### src/rtl/imem_fetch_stage.sv
// Instruction-fetch front end: drives the imem read port, tracks the fetch PC,
// handles stall/redirect and presents {inst, inst_pc, inst_valid} to decode.
module imem_fetch_stage #(
   parameter int              XLEN                = 32,
   parameter int              INST_MEM_ADDR_WIDTH = 14,
   parameter logic [XLEN-1:0] RESET_PC            = 32'h0000_0000,
   parameter logic [XLEN-1:0] NOP_INST            = 32'h0000_0013
) (
   input  logic                           clk,
   input  logic                           reset,
   input  logic                           stall,
   input  logic                           redirect_valid,
   input  logic [XLEN-1:0]                redirect_pc,
   output logic [INST_MEM_ADDR_WIDTH-1:0] imem_adrb,
   output logic                           imem_en,
   input  logic [XLEN-1:0]                imem_doutb,
   output logic [XLEN-1:0]                inst,
   output logic [XLEN-1:0]                inst_pc,
   output logic                           inst_valid,
   output logic                           misaligned_err,
   output logic [31:0]                    fetch_count
);

   typedef enum logic {
      S_BOOT = 1'b0,
      S_RUN  = 1'b1
   } state_t;

   localparam logic [XLEN-1:0] PC_STEP = XLEN'(4);

   state_t            state_reg;
   state_t            state_next;
   logic [XLEN-1:0]   pc_reg;
   logic [XLEN-1:0]   pc_next;
   logic              valid_reg;
   logic              misaligned_reg;
   logic              misaligned_next;
   logic [31:0]       fetch_count_reg;
   logic [31:0]       fetch_count_next;
   logic              fetch_en;
   logic              inst_valid_c;

   // pc_reg is the byte PC of the word currently presented on imem_doutb.
   always_ff @(posedge clk or negedge reset) begin
      if (!reset) begin
         state_reg       <= S_BOOT;
         pc_reg          <= RESET_PC;
         valid_reg       <= 1'b0;
         misaligned_reg  <= 1'b0;
         fetch_count_reg <= '0;
      end else begin
         state_reg       <= state_next;
         misaligned_reg  <= misaligned_next;
         fetch_count_reg <= fetch_count_next;
         if (fetch_en) begin
            pc_reg    <= pc_next;
            valid_reg <= 1'b1;
         end
      end
   end

   // Redirect beats everything, including the boot fetch and a stall.
   always_comb begin
      state_next       = state_reg;
      pc_next          = pc_reg + PC_STEP;
      fetch_en         = 1'b0;
      inst_valid_c     = 1'b0;
      misaligned_next  = misaligned_reg;
      fetch_count_next = fetch_count_reg;

      if (redirect_valid) begin
         pc_next = redirect_pc;
      end else if (state_reg == S_BOOT) begin
         pc_next = RESET_PC;
      end else if (stall) begin
         pc_next = pc_reg;
      end

      fetch_en = reset & ((state_reg == S_BOOT) | redirect_valid | !stall);
      if (fetch_en) begin
         state_next = S_RUN;
      end

      inst_valid_c = valid_reg & !redirect_valid & (state_reg == S_RUN);

      if (redirect_valid && (redirect_pc[1:0] != 2'b00)) begin
         misaligned_next = 1'b1;
      end

      if (inst_valid_c && !stall) begin
         fetch_count_next = fetch_count_reg + 32'd1;
      end
   end

   // Low two bits are dropped, so a misaligned target fetches its enclosing word.
   assign imem_adrb      = pc_next[INST_MEM_ADDR_WIDTH+1:2];
   assign imem_en        = fetch_en;
   assign inst_valid     = inst_valid_c;
   assign inst           = inst_valid_c ? imem_doutb : NOP_INST;
   assign inst_pc        = pc_reg;
   assign misaligned_err = misaligned_reg;
   assign fetch_count    = fetch_count_reg;

endmodule

### config.mk
export PLATFORM = sky130hd
export DESIGN_NAME = imem_fetch_stage
export DESIGN_NICKNAME = d
export VERILOG_FILES = /design/src/rtl/imem_fetch_stage.sv
export SDC_FILE = /design/constraint.sdc
export NUM_CORES = 1
export LEC_CHECK = 0
export ABC_CLOCK_PERIOD_IN_PS = 1800
export BUFFER_PORTS_ARGS = -buffer_cell sky130_fd_sc_hd__clkbuf_2
export CAP_MARGIN = 10
export CORE_MARGIN = 2
export CORE_UTILIZATION = 40
export DETAILED_ROUTE_END_ITERATION = 10
export PLACE_DENSITY = 0.72
export SETUP_SLACK_MARGIN = 0.02
export SYNTH_ARGS = -nofsm -noshare
export SYNTH_HDL_FRONTEND = slang
export SYNTH_SLANG_ARGS = --single-unit
### constraint.sdc
create_clock -name clk -period 1.8 [get_ports clk]
set_input_delay 0.18 -clock clk [delete_from_list [all_inputs] [get_ports clk]]
set_output_delay 0.18 -clock clk [all_outputs]
set_load 0.005 [all_outputs]
==> results.ini <==
[status]
status=complete, but fails checks
violations=negative setup slack

[clock_network]
htree_levels=3
clk_latency_ns=0.35
cts_buffers=9
clock_path_buffers=2
clk_root_buffer_cell=clkbuf_8
clk_pin_slew_ns=0.08
cts.sinks=66
cts_tree=done

[sta]
slew_headroom_pct=69.6
fmax_mhz=482
fin_skew_ns=0.00716
fin_crit_ns=2.07
rsz0062_at_grt=yes
tightest_slew_ns=0.456
setup_slack_ns=-0.274
final-setup-viol-count=27
hold_violations=0
maxSlewViolCount=0
fin_crit_sh_pct=115

[hold_path]
hold_path.class=primary input to flip-flop

[critical_path]
crit_path_start=inst_pc[2]
worstReg2RegEnd=inst_pc[26]
worstPathArrival_ns=1.89
startpoint_type=flip-flop
rr_worst_depth=7
crit_fanout=3
rrSetupSlack_ns=-0.17
crit_type=flip-flop to output pin
r2r-start=inst_pc[4]
critPathCapture=imem_adrb[12]
cp.required_ns=1.62
crit_path_end_kind=output pin

[floorplanning]
core-area_mm2=0.0102
initial_core_util_pct=40.5
die_w_um=106
rows=37
pin_count=181
die_height_um=106
dieArea_mm2=0.0111

[synthesis]
ys_types=62
post-synth-top-area-cell=dfrtp_1
ys.flop_type=dfrtp_1
yosysSeqAreaShare_pct=40.0
synth.ff_latch_count=66
synthCells=461
synth_area_leaders=dfrtp_1 (40%), nand2_1 (6.3%), xnor2_1 (5.9%)
synth-edff-count=0
synthTopCellsByCount=nand2_1 (69), dfrtp_1 (66), and2_1 (34), o21ai_0 (34), xnor2_1 (28)
syn-num-nets=531
syn_area_per_cell_um2=8.95
yosysWarningCount=0
ys_async_sr_fraction_pct=100
synth_area_mm2=0.00413
synth.most_common_cell=nand2_1
synth_top_cell_area_share_pct=40.0

[finish]
fillCellCount=855
drive_above_1_share_pct=48.5
stdcell_area_mm2=0.00628
nets=774
multi_input_area_mm2=0.00252
post-route-util_pct=61.7
synthToLayoutAreaGrowth_pct=52.3
final-seq-area_mm2=0.00166
diodes=0

[job]
drv_cap=0

[routing]
dr.pass1.iters=4
wl_per_cell_um=16.3
drc=0
routed_wl_um=13800
postRouteAntennaNets=0
routed_via_density=5.24
first_iter_violations=242
vias=4430

[pwr]
ir_drop_mv=0.367
p_leak_nw=3.18
powerDensity_mw_per_mm2=783

[global_routing]
first_global_vias=4396
grt_first_pass_wirelength_um=21300
overflow=0
grtUsageTotal_pct=23.5
grt_max_degree=40
antenna_found_initial=0

[placed_design]
hpwlAfterDp_um=9450
placed_area_mm2=0.00544
portBuffers=180
place_congestion=0.838

power by group:
part / switching, mW / total [mW] / internal (mW)
clock: 0.637 / 1.71 / 1.07
combinational: 0.702 / 1.37 / 0.672
sequential: 0.191 / 1.84 / 1.65
through the flow:
stage / hold slack (ns) / cells / power [mW] / TNS [ns] / worst slack (ns)
global placement: -0.0175 / 796 / 3.04 / 0 / 0.0209
CTS: 0.0459 / 826 / 4.84 / -1.64 / -0.261
finish: 0.0562 / 845 / 4.92 / -3.05 / -0.274
detailed placement: -0.0148 / 796 / 3.08 / -0.0668 / -0.0302
global route: 0.0716 / 845 / 5.14 / -5.06 / -0.346
floorplan: -0.116 / 461 / 2.44 / -0.208 / -0.0914
routing by layer:
layer,part of all wire (%),routed length (um),up-vias,GRT usage [%]
met1,42,5750,2156,30.1
li1,-,-,2105,-
met2,51,7080,149,39.5
met4,1.5,213,0,8.36
met5,0,0,-,0
met3,5.3,726,20,4.51
timing repair:
item | in CTS | in global routing
resized for setup | 35 | 65
setup buffers | 13 | 20
endpoints found under the setup margin | 48 | 75
pin swaps | 15 | 39
endpoints found under the hold margin | 31 | 0
hold buffers | 1 | 0
logic make-up after synthesis:
logic type	Yosys count	share of synthesized area, %
and+or+nand+nor	213	29.1
AOI/OAI and AO/OA	86	13.7
DFF	66	40.0
buffers and inverters	45	5.85
xor gates and xnor gates	43	9.13
muxes	6	1.55
adders and majority gates	2	0.606
critical path, stage by stage, from the launching register on:
cell      delay (ns)
dfrtp_1         0.37
ha_2            0.20
buf_6           0.10
nand3b_1        0.10
buf_4           0.15
buf_6           0.11
o41ai_2         0.28
o21ai_2         0.10
buf_2           0.13
worst min-delay path by stage:
stage,start,end,depth (start not counted),slack (ns)
2_1_floorplan,reset,fetch_count[0],0,-0.12
3_3_place_gp,reset,inst_pc[31],1,-0.02
3_5_place_dp,reset,inst_pc[31],1,-0.01
4_1_cts,redirect_pc[7],inst_pc[7],3,0.05
5_1_grt,redirect_pc[7],inst_pc[7],3,0.07
6_report,redirect_pc[7],inst_pc[7],3,0.06
final cells by class:
class	instances	area share (%)
Clock buffer	10	2.03
Clock inverter	6	2.19
Inverter	7	0.418
Multi-Input combinational cell	350	40.1
Sequential cell	66	26.4
Tap cell	136	2.71
Timing Repair Buffer	270	26.2
cells in the final DEF (no fill, tap or decap), drive strengths merged, types with 3 or more instances in the layout:
cell / instances
and4: 4
nor3b: 5
mux2: 3
xor2: 15
and2: 34
bufinv: 4
a31oi: 5
dfrtp: 66
a22o: 5
nand3: 21
or3: 3
inv: 8
xnor2: 28
nand2: 69
nand2b: 5
buf: 95
a22oi: 3
mux2i: 3
a32oi: 3
and3: 9
nor3: 7
nor2: 24
nor4: 9
clkbuf: 184
nand4: 12
o21ai: 36
a21oi: 8
(Power assumes the default switching activity.)
